File: src/rtl/uart_pkg.sv
`default_nettype none
// ============================================================================
//  Module      : uart_pkg
//  Description : Shared types and helpers for the 8N1 UART receive path.
//  Revision    : 1.0  initial release
// ============================================================================
package uart_pkg;

    localparam int UART_DATA_BITS = 8;

    typedef enum logic [2:0] {
        ST_IDLE  = 3'd0,
        ST_START = 3'd1,
        ST_DATA  = 3'd2,
        ST_STOP  = 3'd3,
        ST_BREAK = 3'd4
    } uart_state_e;

    // Prescaler divide ratio, floored.
    function automatic int calc_div(input int clk_hz, input int baud, input int os);
        return clk_hz / (baud * os);
    endfunction

endpackage
`default_nettype wire

File: src/rtl/uart_rx_if.sv
`default_nettype none
// ============================================================================
//  Module      : uart_rx_if
//  Description : Serial line input and received-byte outputs of the receiver.
//  Revision    : 1.0  initial release
// ============================================================================
interface uart_rx_if;
    import uart_pkg::*;

    logic                      RX;
    logic [UART_DATA_BITS-1:0] DATA;
    logic                      VALID;
    logic                      FRAME_ERR;
    logic                      BUSY;

    modport master (output RX, input DATA, input VALID, input FRAME_ERR, input BUSY);
    modport slave  (input RX, output DATA, output VALID, output FRAME_ERR, output BUSY);

endinterface
`default_nettype wire

File: src/rtl/uart_rx_baud_tick_gen.sv
`default_nettype none
// ============================================================================
//  Module      : baud_tick_gen
//  Description : Clock-enable prescaler, one tick every DIV cycles; clr holds phase.
//  Revision    : 1.0  initial release
// ============================================================================
module baud_tick_gen #(
    parameter int DIV = 325
) (
    input  logic CLK_50M,
    input  logic RST_N,
    input  logic clr,
    output logic tick
);

    localparam int                CNT_W  = (DIV > 2) ? $clog2(DIV) : 1;
    localparam logic [CNT_W-1:0]  c_LAST = CNT_W'(DIV - 1);

    logic [CNT_W-1:0] cnt_q, cnt_d;

    always_comb begin
        cnt_d = cnt_q + 1'b1;
        if (clr || (cnt_q == c_LAST)) begin
            cnt_d = '0;
        end
    end

    always_ff @(posedge CLK_50M or negedge RST_N) begin
        if (!RST_N) begin
            cnt_q <= '0;
        end else begin
            cnt_q <= cnt_d;
        end
    end

    assign tick = !clr && (cnt_q == c_LAST);

endmodule
`default_nettype wire

File: src/rtl/uart_rx.sv
`default_nettype none
// ============================================================================
//  Module      : uart_rx
//  Description : 8N1 UART receiver, 16x oversampled, mid-bit sampling.
//  Revision    : 1.0  initial release
// ============================================================================
module uart_rx
    import uart_pkg::*;
#(
    parameter int CLK_HZ     = 50000000,
    parameter int BAUD       = 9600,
    parameter int OVERSAMPLE = 16
) (
    input  logic       CLK_50M,
    input  logic       RST_N,
    uart_rx_if.slave   bus
);

    localparam int               DIV        = calc_div(CLK_HZ, BAUD, OVERSAMPLE);
    localparam int               SUB_W      = $clog2(OVERSAMPLE);
    localparam logic [SUB_W-1:0] c_SUB_HALF = SUB_W'(OVERSAMPLE / 2 - 1);
    localparam logic [SUB_W-1:0] c_SUB_LAST = SUB_W'(OVERSAMPLE - 1);
    localparam logic [2:0]       c_LAST_BIT = 3'(UART_DATA_BITS - 1);

    logic                      rx_meta_q, rx_s_q;
    uart_state_e               state_q, state_d;
    logic [SUB_W-1:0]          sub_q;
    logic [2:0]                bit_q;
    logic [UART_DATA_BITS-1:0] shift_q, data_q;
    logic                      valid_q, ferr_q;

    logic w_idle, w_tick, w_mid_start, w_bit_end, w_busy;

    // Synchronizer flops reset to the idle line level.
    always_ff @(posedge CLK_50M or negedge RST_N) begin
        if (!RST_N) begin
            rx_meta_q <= 1'b1;
            rx_s_q    <= 1'b1;
        end else begin
            rx_meta_q <= bus.RX;
            rx_s_q    <= rx_meta_q;
        end
    end

    assign w_idle = (state_q == ST_IDLE);

    baud_tick_gen #(.DIV(DIV)) u_tick (
        .CLK_50M (CLK_50M),
        .RST_N   (RST_N),
        .clr     (w_idle),
        .tick    (w_tick)
    );

    assign w_mid_start = (state_q == ST_START) && w_tick && (sub_q == c_SUB_HALF);
    assign w_bit_end   = w_tick && (sub_q == c_SUB_LAST);

    always_ff @(posedge CLK_50M or negedge RST_N) begin
        if (!RST_N) begin
            state_q <= ST_IDLE;
        end else begin
            state_q <= state_d;
        end
    end

    always_comb begin
        state_d = state_q;
        case (state_q)
            ST_IDLE:  if (!rx_s_q) state_d = ST_START;
            ST_START: if (w_mid_start) state_d = rx_s_q ? ST_IDLE : ST_DATA;
            ST_DATA:  if (w_bit_end && (bit_q == c_LAST_BIT)) state_d = ST_STOP;
            ST_STOP:  if (w_bit_end) state_d = rx_s_q ? ST_IDLE : ST_BREAK;
            ST_BREAK: if (rx_s_q) state_d = ST_IDLE;
            default:  state_d = ST_IDLE;
        endcase
    end

    always_ff @(posedge CLK_50M or negedge RST_N) begin
        if (!RST_N) begin
            sub_q   <= '0;
            bit_q   <= '0;
            shift_q <= '0;
            data_q  <= '0;
            valid_q <= 1'b0;
            ferr_q  <= 1'b0;
        end else begin
            valid_q <= 1'b0;
            ferr_q  <= 1'b0;
            if (w_idle || w_mid_start) begin
                sub_q <= '0;
            end else if (w_tick) begin
                sub_q <= (sub_q == c_SUB_LAST) ? '0 : sub_q + 1'b1;
            end
            if (w_idle) begin
                bit_q <= '0;
            end else if ((state_q == ST_DATA) && w_bit_end) begin
                bit_q   <= bit_q + 1'b1;
                shift_q <= {rx_s_q, shift_q[UART_DATA_BITS-1:1]};
            end
            if ((state_q == ST_STOP) && w_bit_end) begin
                if (rx_s_q) begin
                    data_q  <= shift_q;
                    valid_q <= 1'b1;
                end else begin
                    ferr_q  <= 1'b1;
                end
            end
        end
    end

    always_comb begin
        w_busy = (state_q != ST_IDLE);
    end

    assign bus.DATA      = data_q;
    assign bus.VALID     = valid_q;
    assign bus.FRAME_ERR = ferr_q;
    assign bus.BUSY      = w_busy;

endmodule
`default_nettype wire

File: src/flat_wrapper.sv
// flat-port wrapper written by rule: the top's interface ports become plain ports
module uart_rx_flat import uart_pkg::*;
#(
    parameter int CLK_HZ     = 50000000,
    parameter int BAUD       = 9600,
    parameter int OVERSAMPLE = 16
)
  (CLK_50M, RST_N, bus_RX, bus_DATA, bus_VALID, bus_FRAME_ERR, bus_BUSY);
  uart_rx_if bus_i ();
  input  logic CLK_50M;
  input  logic RST_N;
  input wire logic [$bits(bus_i.RX)-1:0] bus_RX;
  output wire logic [$bits(bus_i.DATA)-1:0] bus_DATA;
  output wire logic [$bits(bus_i.VALID)-1:0] bus_VALID;
  output wire logic [$bits(bus_i.FRAME_ERR)-1:0] bus_FRAME_ERR;
  output wire logic [$bits(bus_i.BUSY)-1:0] bus_BUSY;
  assign bus_i.RX = bus_RX;
  assign bus_DATA = bus_i.DATA;
  assign bus_VALID = bus_i.VALID;
  assign bus_FRAME_ERR = bus_i.FRAME_ERR;
  assign bus_BUSY = bus_i.BUSY;
  uart_rx #(.CLK_HZ(CLK_HZ), .BAUD(BAUD), .OVERSAMPLE(OVERSAMPLE)) u_core (.CLK_50M(CLK_50M), .RST_N(RST_N), .bus(bus_i));
endmodule
File: config.mk
export PLATFORM = sky130hd
export DESIGN_NAME = uart_rx_flat
export DESIGN_NICKNAME = d
export VERILOG_FILES = /design/src/rtl/uart_pkg.sv /design/src/rtl/uart_rx_if.sv /design/src/rtl/uart_rx_baud_tick_gen.sv /design/src/rtl/uart_rx.sv /design/src/flat_wrapper.sv
export SDC_FILE = /design/constraint.sdc
export NUM_CORES = 1
export LEC_CHECK = 0
export CORE_MARGIN = 4
export CORE_UTILIZATION = 51
export DETAILED_ROUTE_END_ITERATION = 7
export GPL_TIMING_DRIVEN = 0
export PLACE_DENSITY_LB_ADDON = 0.2
export SYNTH_ARGS = -nofsm -noshare
export SYNTH_HDL_FRONTEND = slang
export SYNTH_SLANG_ARGS = --single-unit
export TNS_END_PERCENT = 20
File: constraint.sdc
create_clock -name CLK_50M -period 1.7 [get_ports CLK_50M]
set_input_delay 0.34 -clock CLK_50M [delete_from_list [all_inputs] [get_ports CLK_50M]]
set_output_delay 0.34 -clock CLK_50M [all_outputs]
set_load 0.02 [all_outputs]
==> impl_metrics.toml <==
[cells_and_area]
fin_area_um2 = 2320
drive_gt1_share_pct = 38.8
register_area_um2 = 985
multi_input_area_um2 = 835
nets = 195
post-route-util_pct = 68.5
synthToLayoutAreaGrowth_pct = 28.0
fillCellCount = 232
antennaDiodeCount = 0

[place]
hpwl_um = 2050
postPlaceCellArea_um2 = 2000
dpl_worst_slack_ns = -0.416
globalplace.congestion = 0.790
io_buffers = 13

[sta]
rsz0062_at_grt = "yes"
setup_viol = 20
tightest_slew_ns = 0.842
slew_headroom_pct = 43.9
slew_viol_final = 0
hold_violations = 0
clock.fmax_ghz = 0.532
finalCriticalPeriod_ns = 1.88
fin_crit_sh_pct = 111
timing.final.ws_setup_ns = -0.181
fin_setup_tns_ns = -2.32
fin_worst_skew_ns = 0.0101

[synth]
syn_area_per_cell_um2 = 12.2
synth-adder-area-share_pct = 3.45
synth-edff-count = 0
synth.distinct_cells = 40
synth-xor-area-share_pct = 4.34
syn_inst = 149
synth_ff_type = "dfrtp_1"
yosysWarningCount = 0
synth_compound_area_share_pct = 6.34
synth.mux.area_fraction_pct = 12.7
synthSimpleGateAreaFrac_pct = 15.5
synth_top_family_by_area = "simple AND/OR/NAND/NOR gates"
ys_seq_area_share_pct = 53.9
syn_nets = 157
async_flop_share_pct = 100
ys_ff_latch = 39
syn-cell-area_um2 = 1810

[routing]
routed_wl_um = 3410
drt_iter0_drc = 92
drc_errors = 0
wire_per_inst_um = 14.6
firstDrtPassIters = 5
vias = 1273
antenna_left = 0
viasPerCell = 5.44

[power_and_ir_drop]
power.density_nw_per_um2 = 678
p_comb_share_pct = 1.4
vdd_drop_max_uv = 477
p_switching_mw = 0.329
p_int_mw = 1.25
p_clk_share_pct = 39.2
leakage_nw = 1.22
swShare_pct = 20.9
seq_power_share_pct = 59.4
p_total_mw = 1.57

[clock_tree]
clock-sinks = 39
ctsHoldBuffers = 0
htreeDepth = 2
clk_path_buf_depth = 2
cts_tree = "yes"
clk_root_buffer_cell = "clkbuf_4"
numCtsBuffers = 5
insertion_delay_ns = 0.35
path_clk_slew_ns = 0.12

[global_routing]
grt_max_degree = 40
overflow = 0
grt_usage_pct = 16.3
grt_pass1_vias = 1240
antenna_found_initial = 0
grt_pass1_wl_um = 5500

[die]
core_area_um2 = 3390
die_w_um = 67.6
start_util_pct = 53.5
die_area_um2 = 4580
ios = 14
rows = 21
fp.dieH_um = 67.6

[setup_path]
end_kind = "register"
crit_required_ns = 1.95
start_kind = "register"
critPathSlowestCell = "dfrtp_1"
critPathKind = "reg2reg"
path_delay_family = "simple AND/OR/NAND/NOR gates"
path_cells = "ha_4 -> and3_1 -> buf_4 -> nand3_2 -> or3_4 -> buf_6 -> mux2_4"
critical_path_arrival_ns = 2.13
max_stage_delay_ns = 0.41
crit_buf_inv = 2
crit_fanout = 6

[outcome]
violations = "setup timing"
outcome = "complete, but fails checks"

[flow_run]
maxCapViolCount = 0

[hold_path]
hold_class = "in2async"
## worst paths after layout
path,start,endpoint,slack [ns],cells after the start
max,u_core.sub_q[1],u_core.shift_q[5],-0.18,7
min,RST_N,u_core.bus.VALID,0.08,1
max reg2reg,u_core.sub_q[1],u_core.shift_q[5],-0.18,7
min reg2reg,u_core.rx_meta_q,u_core.rx_s_q,0.39,0
max in group asynchronous,RST_N,u_core.u_tick.cnt_q[3],1.04,1
min in group CLK_50M,bus_RX,u_core.rx_meta_q,0.39,1
## power by group through the flow
stage,sequential [mW],combinational [mW],clock (mW)
global placement,0.952,0.0243,0
floorplan,0.951,0.00201,0
detailed placement,0.953,0.0234,0
finish,0.935,0.0220,0.617
global route,0.935,0.0260,0.674
CTS,0.935,0.0235,0.635
## registers in the layout (all words and copies together) (netlist names)
name and cells:
u_core.u_tick.cnt_q 9, u_core.bus.DATA 8, u_core.shift_q 8, u_core.sub_q 4, u_core.bit_q 3, u_core.state_q 3
u_core.bus.FRAME_ERR 1, u_core.bus.VALID 1, u_core.rx_meta_q 1, u_core.rx_s_q 1
## synthesized netlist by cell type (2+ instances only)
library cell	count	area share [%]
a211oi_1	2	0.83
a21oi_1	2	0.55
a22o_1	3	1.4
and3_1	3	1.0
buf_2	3	0.83
buf_6	2	1.2
dfrtp_1	37	51
dfstp_2	2	2.9
ha_1	5	3.4
inv_1	7	1.4
mux2_2	8	5.0
mux2_4	8	6.6
mux2i_1	2	1.1
nand2_1	6	1.2
nand3_1	8	2.2
nand3b_1	2	0.83
nand4_1	3	1.0
nor2_1	14	2.9
nor3_1	3	0.83
o21ai_0	2	0.55
xnor2_1	3	1.4
xor2_1	6	2.9
## kinds of logic after synthesis
group,count (synthesis)
AOI/OAI and AO/OA,16
xor gates and xnor gates,9
DFF,39
and+or+nand+nor,49
adders and majority gates,5
buffers and inverters,13
muxes,18
## worst register-to-register path, stage by stage, from the launching register on
cell,delay [ns]
dfrtp_1,0.41
ha_4,0.17
and3_1,0.16
buf_4,0.14
nand3_2,0.08
or3_4,0.40
buf_6,0.15
mux2_4,0.29
## metal layers
layer  track usage, %  wire length, um  part of all wire [%]
met4             7.59               38                   1.1
met5                0                0                     0
met3             3.99              145                   4.2
met2             27.8             1840                    54
met1             19.1             1390                    41
## layout make-up
| type | count | share of cell area (%) |
|---|---|---|
| tap | 46 | 2.48 |
| buffer | 3 | 1.29 |
| multi-input combinational | 97 | 35.9 |
| inverter | 8 | 1.29 |
| sequential | 39 | 42.4 |
| clock inverter | 3 | 1.89 |
| timing repair buffer | 33 | 13.1 |
| clock buffer | 5 | 1.62 |
## per-stage QoR
step / std cells / hold slack [ns]
final: 234 / 0.0803
after global routing: 234 / 0.123
after CTS: 230 / 0.0937
after detailed placement: 208 / 0.361
after global placement: 208 / 0.347
after floorplan: 149 / 0.0444
## layout by cell type (no fill, tap or decap), types with 3 or more instances in the layout
| cell | instances |
|---|---|
| dfrtp_1 | 32 |
| buf_4 | 19 |
| nor2_1 | 13 |
| mux2_2 | 8 |
| mux2_4 | 8 |
| nand3_1 | 7 |
| dlymetal6s2s_1 | 7 |
| xor2_1 | 6 |
| nand2_1 | 5 |
| clkbuf_4 | 5 |
| dfrtp_2 | 5 |
| inv_2 | 4 |
| inv_1 | 4 |
| ha_1 | 4 |
| clkdlybuf4s50_1 | 4 |
| buf_6 | 3 |
| nand4_1 | 3 |
| and3_1 | 3 |
| xnor2_1 | 3 |
| a22o_1 | 3 |
## timing repair
item / 4_1_cts / 5_1_grt
endpoints found under the hold margin: 0 / 0
pin swaps: 5 / 8
gates cloned: 1 / 0
setup buffers: 15 / 4
endpoints found under the setup margin: 20 / 37
gates resized for setup: 19 / 16
(Power assumes the default switching activity.)
